$ cat src/rtl/vga_text_renderer.sv
// vga_text_renderer: 80x30 text-mode pixel source feeding a 640x480 VGA timing controller.
// A coordinate goes in, and its RGB comes out five clocks later. The char RAM and font ROM reads happen inside the pipeline.
module vga_text_renderer #(
    parameter int          COLS         = 80,
    parameter int          ROWS         = 30,
    parameter int          BLINK_FRAMES = 30,
    parameter logic [29:0] FG_COLOR     = 30'h3FFF_FFFF,
    parameter logic [29:0] BG_COLOR     = 30'h0
) (
    input  logic        iClk_25,
    input  logic        nRst,
    input  logic [9:0]  iCurrX,
    input  logic [9:0]  iCurrY,
    output logic [11:0] oCharAddr,
    input  logic [7:0]  iCharData,
    output logic [11:0] oFontAddr,
    input  logic [7:0]  iFontData,
    input  logic        iCursorEn,
    input  logic [6:0]  iCursorCol,
    input  logic [4:0]  iCursorRow,
    output logic [9:0]  oRed,
    output logic [9:0]  oGreen,
    output logic [9:0]  oBlue
);

    localparam int               CNT_W    = (BLINK_FRAMES > 1) ? $clog2(BLINK_FRAMES) : 1;
    localparam logic [CNT_W-1:0] CNT_LAST = CNT_W'(BLINK_FRAMES - 1);
    localparam logic [7:0]       COLS_LIM = 8'(COLS);
    localparam logic [5:0]       ROWS_LIM = 6'(ROWS);
    localparam logic [11:0]      COLS_12  = 12'(COLS);

    // Per-pixel attributes that travel down the pipeline beside the memory reads.
    typedef struct packed {
        logic [2:0] px;
        logic [3:0] py;
        logic       act;
        logic       hit;
    } pix_tag_t;

    logic [6:0]       col_s1_q, col_s1_d;
    logic [4:0]       row_s1_q, row_s1_d;
    pix_tag_t         tag_s1_q, tag_s1_d;
    pix_tag_t         tag_s2_q, tag_s2_d;
    pix_tag_t         tag_s3_q, tag_s3_d;
    pix_tag_t         tag_s4_q, tag_s4_d;
    pix_tag_t         tag_s5_q, tag_s5_d;
    logic [11:0]      char_addr_q, char_addr_d;
    logic [11:0]      font_addr_q, font_addr_d;
    logic [29:0]      rgb_q, rgb_d;
    logic             origin_q, origin_d;
    logic [CNT_W-1:0] blink_cnt_q, blink_cnt_d;
    logic             blink_on_q, blink_on_d;

    logic             at_origin;
    logic             cell_in_range;
    logic             cursor_px;

    always_comb begin
        at_origin = (iCurrX == 10'd0) && (iCurrY == 10'd0);

        col_s1_d = iCurrX[9:3];
        row_s1_d = iCurrY[8:4];
        tag_s1_d = '{px:  iCurrX[2:0],
                     py:  iCurrY[3:0],
                     act: (iCurrX < 10'd640) && (iCurrY < 10'd480),
                     hit: iCursorEn && (iCurrX[9:3] == iCursorCol) && (iCurrY[8:4] == iCursorRow)};

        // Off-screen cells still fetch, but from a harmless address.
        cell_in_range = ({1'b0, col_s1_q} < COLS_LIM) && ({1'b0, row_s1_q} < ROWS_LIM);
        char_addr_d   = cell_in_range ? (12'(row_s1_q) * COLS_12 + 12'(col_s1_q)) : 12'd0;
        tag_s2_d      = tag_s1_q;

        tag_s3_d      = tag_s2_q;

        font_addr_d   = {iCharData, tag_s3_q.py};
        tag_s4_d      = tag_s3_q;

        tag_s5_d      = tag_s4_q;

        cursor_px = tag_s5_q.hit && blink_on_q && (tag_s5_q.py >= 4'd14);
        if (!tag_s5_q.act) begin
            rgb_d = 30'h0;
        end else if (cursor_px) begin
            rgb_d = FG_COLOR;
        end else if (iFontData[3'd7 - tag_s5_q.px]) begin
            rgb_d = FG_COLOR;
        end else begin
            rgb_d = BG_COLOR;
        end

        // Only the first cycle at (0,0) counts, so holding the origin yields one tick.
        origin_d    = at_origin;
        blink_cnt_d = blink_cnt_q;
        blink_on_d  = blink_on_q;
        if (at_origin && !origin_q) begin
            if (blink_cnt_q == CNT_LAST) begin
                blink_cnt_d = '0;
                blink_on_d  = ~blink_on_q;
            end else begin
                blink_cnt_d = blink_cnt_q + 1'b1;
            end
        end
    end

    always_ff @(posedge iClk_25 or negedge nRst) begin
        if (!nRst) begin
            col_s1_q    <= '0;
            row_s1_q    <= '0;
            tag_s1_q    <= '0;
            tag_s2_q    <= '0;
            tag_s3_q    <= '0;
            tag_s4_q    <= '0;
            tag_s5_q    <= '0;
            char_addr_q <= '0;
            font_addr_q <= '0;
            rgb_q       <= '0;
            origin_q    <= 1'b0;
            blink_cnt_q <= '0;
            blink_on_q  <= 1'b1;
        end else begin
            col_s1_q    <= col_s1_d;
            row_s1_q    <= row_s1_d;
            tag_s1_q    <= tag_s1_d;
            tag_s2_q    <= tag_s2_d;
            tag_s3_q    <= tag_s3_d;
            tag_s4_q    <= tag_s4_d;
            tag_s5_q    <= tag_s5_d;
            char_addr_q <= char_addr_d;
            font_addr_q <= font_addr_d;
            rgb_q       <= rgb_d;
            origin_q    <= origin_d;
            blink_cnt_q <= blink_cnt_d;
            blink_on_q  <= blink_on_d;
        end
    end

    assign oCharAddr            = char_addr_q;
    assign oFontAddr            = font_addr_q;
    assign {oRed, oGreen, oBlue} = rgb_q;

endmodule
$ cat config.mk
export PLATFORM = sky130hd
export DESIGN_NAME = vga_text_renderer
export DESIGN_NICKNAME = d
export VERILOG_FILES = /design/src/rtl/vga_text_renderer.sv
export SDC_FILE = /design/constraint.sdc
export NUM_CORES = 1
export LEC_CHECK = 0
export ABC_AREA = 1
export BUFFER_PORTS_ARGS = -buffer_cell sky130_fd_sc_hd__buf_2
export CORE_MARGIN = 8
export CORE_UTILIZATION = 45
export DETAILED_ROUTE_END_ITERATION = 6
export PLACE_DENSITY_LB_ADDON = 0.05
export REMOVE_ABC_BUFFERS = 1
export SETUP_SLACK_MARGIN = 0.05
export SYNTH_ARGS = -nofsm -noshare
export SYNTH_HDL_FRONTEND = slang
export SYNTH_SLANG_ARGS = --single-unit
$ cat constraint.sdc
create_clock -name iClk_25 -period 2.6 [get_ports iClk_25]
set_input_delay 0.52 -clock iClk_25 [delete_from_list [all_inputs] [get_ports iClk_25]]
set_output_delay 0.52 -clock iClk_25 [all_outputs]
set_load 0.01 [all_outputs]
; ---- After elaboration in Yosys (flattened, before gate mapping)
; Cells that the tools add are included.
[word_totals]
ff_bits = 118
input_bits = 51
out_inout_bits = 54
word_cells = 61
[classes]
addsub = 3
n_mul = 1
magnitude_cmp = 6
n_eq_ne = 3
n_mux = 7
bitwise_logic = 1
reduce_logical = 12
[ops]
columns = op, count
row1 = 30-bit two-way mux, 3
row2 = 10-bit logical NOT, 2
row3 = 12-bit by 7-bit adder with 12-bit output, 1
row4 = 12-bit two-way mux, 1
row5 = "10-bit < comparator, second input constant", 1
row6 = "10-bit by 9-bit < comparator with 1-bit output, second input constant", 1
row7 = 1-bit logical AND, 8
row8 = "5-bit by 3-bit multiplier with 8-bit output, second input constant", 1
row9 = 7-bit == test, 1
row10 = "7-bit < comparator, second input constant", 1
row11 = "5-bit by 1-bit adder with 5-bit output, second input constant", 1
row12 = 5-bit == test, 1
row13 = "5-bit == test, second input constant", 1
row14 = "5-bit < comparator, second input constant", 1
row15 = 5-bit two-way mux, 1
row16 = "4-bit greater-or-equal comparator, second input constant", 1
row17 = "3-bit by 4-bit < comparator with 1-bit output, second input constant", 1
row18 = 1-bit binary-select mux with 3-bit select, 1
row19 = "3-bit subtractor, first input constant", 1
row20 = 2-bit AND reduction, 1
row21 = 1-bit logical NOT, 1
row22 = 1-bit two-way mux, 1
row23 = 1-bit NOT, 1

; ---- Longest topological paths before layout
[logic_depth]
depth_word = 6
depth_mapped = 10
mapped_depth_nobuf = 10

; ---- Least setup slack after synthesis
; OpenSTA, ideal clock, no wires.
[synth_timing]
kind = reg-to-reg
startpoint = reg row_s1_q[1]
endpoint = reg char_addr_q[10], in the netlist oCharAddr[10]
setup_time_ns = 0.119
arrival_ns = 1.866
required_ns = 2.481
slack_ns = 0.615
path_stages_with_launch = 11
path_buffers = 0
period_less_slack_ns = 1.985
path_cell_list = dfrtp_1 -> ha_1 -> ha_1 -> inv_1 -> fa_1 -> inv_1 -> nand2_1 -> a21oi_1 -> nand2_1 -> o21ai_1 -> nor2_1
[synth_between]
elab_chain_len = 3
elab_cells_between_ends = 5
cone_classes = add/sub: 1 / mul: 1 / order compare: 1 / mux: 1 / reduce/logical: 1
[synth_rtl]
columns = element, line_no
row1 = from (decl), 41  ; logic [4:0] row_s1_q, row_s1_d;
row2 = from (signal assigned), 122  ; row_s1_q <= row_s1_d;
row3 = 5-bit by 3-bit multiplier with 8-bit output or 5-bit < comparator (tied branches), "70, 69"
row4 = 12-bit by 7-bit adder with 12-bit output or 1-bit logical AND (tied branches), "70, 69"
row5 = 12-bit two-way mux *, 70  ; char_addr_d = cell_in_range ? (12'(row_s1_q) * COLS_12 + 12'(col_s1_q)) : 12'd0;
row6 = via char_addr_d[10], 47  ; logic [11:0] char_addr_q, char_addr_d;
row7 = to (signal assigned), 128  ; char_addr_q <= char_addr_d;
row8 = to (decl), 47
; The timed path passes the listed nets; every way through them passes the cells marked *.
; A chain may end at the register's enable or synchronous reset.

; ---- Worst setup path in the final report
; Same ends and word-level chain as after synthesis.

==> report_table.html <==
<table>
<tr><th>Metric</th><th>Value</th></tr>
<tr><th colspan="2">Outcome</th></tr>
<tr><td>Status</td><td>complete, no violations</td></tr>
<tr><th colspan="2">Global route</th></tr>
<tr><td>Global-route wire length before repair</td><td>10.0 mm</td></tr>
<tr><td>GR peak layer</td><td>met2</td></tr>
<tr><td>GR Util met1</td><td>14.6%</td></tr>
<tr><td>Vias in the first global route</td><td>2259</td></tr>
<tr><td>Total gr overflow</td><td>0</td></tr>
<tr><td>Fraction of met2 tracks used by global routing</td><td>19.6%</td></tr>
<tr><td>Total routing resource utilization after global routing</td><td>12.4%</td></tr>
<tr><td>Largest net degree at the start of global routing</td><td>42</td></tr>
<tr><td>Initial antenna violation count</td><td>0</td></tr>
<tr><td>Met3 layer usage reported by global route</td><td>4.79%</td></tr>
<tr><th colspan="2">CTS</th></tr>
<tr><td>CTS tree</td><td>done</td></tr>
<tr><td>CTS sink cnt</td><td>84</td></tr>
<tr><td>Root buffer cell</td><td>clkbuf_8</td></tr>
<tr><td>Quantity of hold-fixing buffers added after cts</td><td>0</td></tr>
<tr><td>Post-CTS repair timing setup buffer count</td><td>0</td></tr>
<tr><td>Skew-Pair Late Insertion Delay</td><td>0.34 ns</td></tr>
<tr><td>Maximum root-to-sink buffer count</td><td>2</td></tr>
<tr><td>Resize count post-CTS</td><td>0</td></tr>
<tr><td>Clock transition at path regs</td><td>0.09 ns</td></tr>
<tr><td>Number of clock buffers inserted by TritonCTS</td><td>9</td></tr>
<tr><td>H-tree level count</td><td>3</td></tr>
<tr><th colspan="2">Route</th></tr>
<tr><td>Drc violations</td><td>0</td></tr>
<tr><td>First-pass iteration count of the detailed router</td><td>4</td></tr>
<tr><td>Aggregate routed wire length</td><td>6.07 mm</td></tr>
<tr><td>Overall via count from detail_route</td><td>2154</td></tr>
<tr><td>Routed length per placed instance</td><td>12.4 um</td></tr>
<tr><td>Via density per instance</td><td>4.40</td></tr>
<tr><td>Antenna-violating nets left</td><td>0</td></tr>
<tr><td>Detailed Route Iter0 Violations</td><td>85</td></tr>
<tr><th colspan="2">Placed design</th></tr>
<tr><td>Estimated wirelength of the detail-placed design</td><td>4.74 mm</td></tr>
<tr><td>Final Wtd Congestion</td><td>0.804</td></tr>
<tr><td>I/O Buffers</td><td>104</td></tr>
<tr><td>DP Area</td><td>3800 um^2</td></tr>
<tr><th colspan="2">Timing</th></tr>
<tr><td>Max Fclk</td><td>475 MHz</td></tr>
<tr><td>Post-Route Skew</td><td>0.00900 ns</td></tr>
<tr><td>Unrepaired setup endpoints after global routing</td><td>false</td></tr>
<tr><td>Slew at the pin with the worst max-slew slack</td><td>0.552 ns</td></tr>
<tr><td>Final setup TNS</td><td>0 ns</td></tr>
<tr><td>Worst max-slew margin expressed relative to the limit</td><td>63.2%</td></tr>
<tr><td>Number of max-slew violations in the final report</td><td>0</td></tr>
<tr><td>Smallest hold slack</td><td>0.162 ns</td></tr>
<tr><td>Number of hold violations in the final report</td><td>0</td></tr>
<tr><td>Period utilisation layout</td><td>81.0%</td></tr>
<tr><td>Setup Viol. Count Final</td><td>0</td></tr>
<tr><td>Final period demand of the worst path</td><td>2.11 ns</td></tr>
<tr><th colspan="2">Finish</th></tr>
<tr><td>Post-route cell area</td><td>4000 um^2</td></tr>
<tr><td>Share of post-route cells with drive strength above 1</td><td>35.9%</td></tr>
<tr><td>Final-layout fill cell count</td><td>659</td></tr>
<tr><td>End-of-flow core utilization</td><td>55.2%</td></tr>
<tr><td>Number of diodes</td><td>0</td></tr>
<tr><td>Layout-stage area growth over the synthesis result</td><td>18.8%</td></tr>
<tr><td>Final #Nets</td><td>449</td></tr>
<tr><th colspan="2">Synthesis</th></tr>
<tr><td>Number of enable-type register cells in the synthesized netlist</td><td>0</td></tr>
<tr><td>Flip-flop and latch count after synthesis</td><td>84</td></tr>
<tr><td>Cell area after synthesis</td><td>3370 um^2</td></tr>
<tr><td>Post-Synthesis Cells</td><td>301</td></tr>
<tr><td>FFs w/ async S/R, synth</td><td>100%</td></tr>
<tr><td>Per-instance average area after synthesis</td><td>11.2 um^2</td></tr>
<tr><td>Number of unique standard cell types used by synthesis</td><td>31</td></tr>
<tr><td>Yosys warning total</td><td>0</td></tr>
<tr><td>Most frequently used flop master after synthesis</td><td>dfrtp_1</td></tr>
<tr><td>Sequential share of the synthesized area</td><td>62.4%</td></tr>
<tr><th colspan="2">Floorplanning</th></tr>
<tr><td>Die H</td><td>103 um</td></tr>
<tr><td>Floorplan Core Area</td><td>7250 um^2</td></tr>
<tr><td>Overall die area</td><td>10500 um^2</td></tr>
<tr><td>Initial Utilization</td><td>46.5%</td></tr>
<tr><td>Top-level port count</td><td>105</td></tr>
<tr><td>Floorplan row count</td><td>31</td></tr>
<tr><td>Die outline width</td><td>103 um</td></tr>
<tr><th colspan="2">Pwr</th></tr>
<tr><td>Leakage power</td><td>0.00219 uW</td></tr>
<tr><td>Power Dens Cells</td><td>658 nW/um^2</td></tr>
<tr><td>Worst supply voltage drop on vdd</td><td>260 uV</td></tr>
<tr><th colspan="2">Worst setup path</th></tr>
<tr><td>Critical Path Max Stage Delay</td><td>0.43 ns</td></tr>
<tr><td>Cell class contributing the biggest share of worst-path delay</td><td>adder cells</td></tr>
<tr><td>Number of buffer and inverter instances along the worst setup path</td><td>2</td></tr>
<tr><td>Worst EP arrival</td><td>2.34 ns</td></tr>
<tr><td>Largest fanout on the critical path</td><td>4</td></tr>
<tr><td>Data required, critical path</td><td>2.83 ns</td></tr>
<tr><td>CP max stage cell</td><td>dfrtp_1</td></tr>
<tr><td>Endpoint class of the critical path</td><td>register</td></tr>
<tr><td>WS Path Type</td><td>reg2reg</td></tr>
<tr><td>Startpoint kind of the worst setup timing path</td><td>register</td></tr>
<tr><td>Cell-by-cell listing of the critical path</td><td>ha_1 -&gt; ha_1 -&gt; inv_1 -&gt; fa_1 -&gt; inv_1 -&gt; nand2_1 -&gt; a21oi_1 -&gt; nand2_1 -&gt; o21ai_1 -&gt; nor2_1</td></tr>
<tr><th colspan="2">Worst hold path</th></tr>
<tr><td>Min-Delay Path Class</td><td>in2async</td></tr>
<tr><th colspan="2">Flow run</th></tr>
<tr><td>Number of max-cap violations</td><td>0</td></tr>
</table>
-- cells in the final DEF (no fill, tap or decap), types with 2 or more instances in the layout --
cell      netlist  final
nor2_2          2      2
nand4_1         2      2
fa_1            2      2
inv_1          35     35
ha_1           11     11
buf_2           0    103
xor2_1          5      5
inv_2           2      2
inv_6           0      3
nand2_1        38     38
clkinv_4        0      2
clkbuf_8        0      9
nand3_1        17     17
o21ai_0         7      7
nor3_1          4      4
buf_4          33      2
o22ai_1         3      3
or2_2           2      2
o21ai_2         5      5
dfrtp_1        83     83
a21oi_1         9      9
nor2_1         28     28
-- routing by layer --
layer | vias to the layer above | wire length [um]
met3 | 2 | 763
li1 | 1080 | -
met5 | - | 0
met2 | 91 | 2570
met1 | 981 | 2710
met4 | 0 | 34
-- power by group --
group / internal [uW] / total, uW / switching, uW
Clock: 457 / 928 / 471
Combinational: 125 / 303 / 178
Sequential: 1370 / 1400 / 26.2
-- synth_stat cells, drive strengths merged, types with 4 or more instances --
| cell | instances | area share [%] |
|---|---|---|
| nor3 | 4 | 0.59 |
| buf | 33 | 7.4 |
| o21ai | 13 | 2.5 |
| nand2 | 40 | 4.8 |
| a21oi | 9 | 1.3 |
| nor2 | 31 | 4.1 |
| dfrtp | 83 | 62 |
| xor2 | 5 | 1.3 |
| inv | 37 | 4.1 |
| nand3 | 17 | 2.5 |
| ha | 11 | 4.1 |
-- through the flow --
step,setup slack (ns),total power [uW],cells
2_1_floorplan,0.00583,1570,268
3_3_place_gp,0.542,1730,473
3_5_place_dp,0.509,1740,473
4_1_cts,0.490,2670,489
5_1_grt,0.353,2780,489
6_report,0.494,2630,489
-- worst register-to-register path, cell delays in order, from the launching register on --
cell and delay (ns):
dfrtp_1 0.43, ha_1 0.31, ha_1 0.21, inv_1 0.07, fa_1 0.40, inv_1 0.08
nand2_1 0.06, a21oi_1 0.20, nand2_1 0.07, o21ai_1 0.13, nor2_1 0.05
-- worst paths after layout --
kind	start	endpoint	slack, ns	depth (start not counted)
max	row_s1_q[1]	oCharAddr[10]	0.49	10
min	nRst	oFontAddr[11]	0.16	1
max reg2reg	row_s1_q[1]	oCharAddr[10]	0.49	10
min reg2reg	tag_s2_q[1]	tag_s3_q[1]	0.35	0
max in group asynchronous	nRst	blink_on_q	1.83	2
min in group iClk_25	iCharData[7]	oFontAddr[11]	0.29	1
-- logic make-up (layout without fill, tap and decap cells) --
logic type	after synthesis	count (layout)	share of synthesized area (%)
simple gates	100	100	14.0
xor+xnor	6	6	1.78
compound gates	28	28	5.09
flops	84	84	62.4
fa+ha+maj	13	13	5.27
buf+inv	70	159	11.5
-- sequential cells by signal, indices dropped and copies added (netlist names), 5 cells and up --
name         cells
tag_s4_q         5
row_s1_q         5
oCharAddr       12
tag_s5_q         8
tag_s2_q         9
blink_cnt_q      5
tag_s3_q         5
col_s1_q         7
tag_s1_q         9
oFontAddr       12
-- cell type report --
type | count | area, um^2 | share of cell area (%)
Clock inverter | 7 | 81.3 | 2.03
Clock buffer | 9 | 124 | 3.10
Sequential cell | 84 | 2100 | 52.6
Tap cell | 99 | 124 | 3.10
Timing Repair Buffer | 106 | 551 | 13.8
Multi-Input combinational cell | 147 | 880 | 22.0
Inverter | 37 | 139 | 3.47
Note: power is estimated with default switching activity, not from simulation.
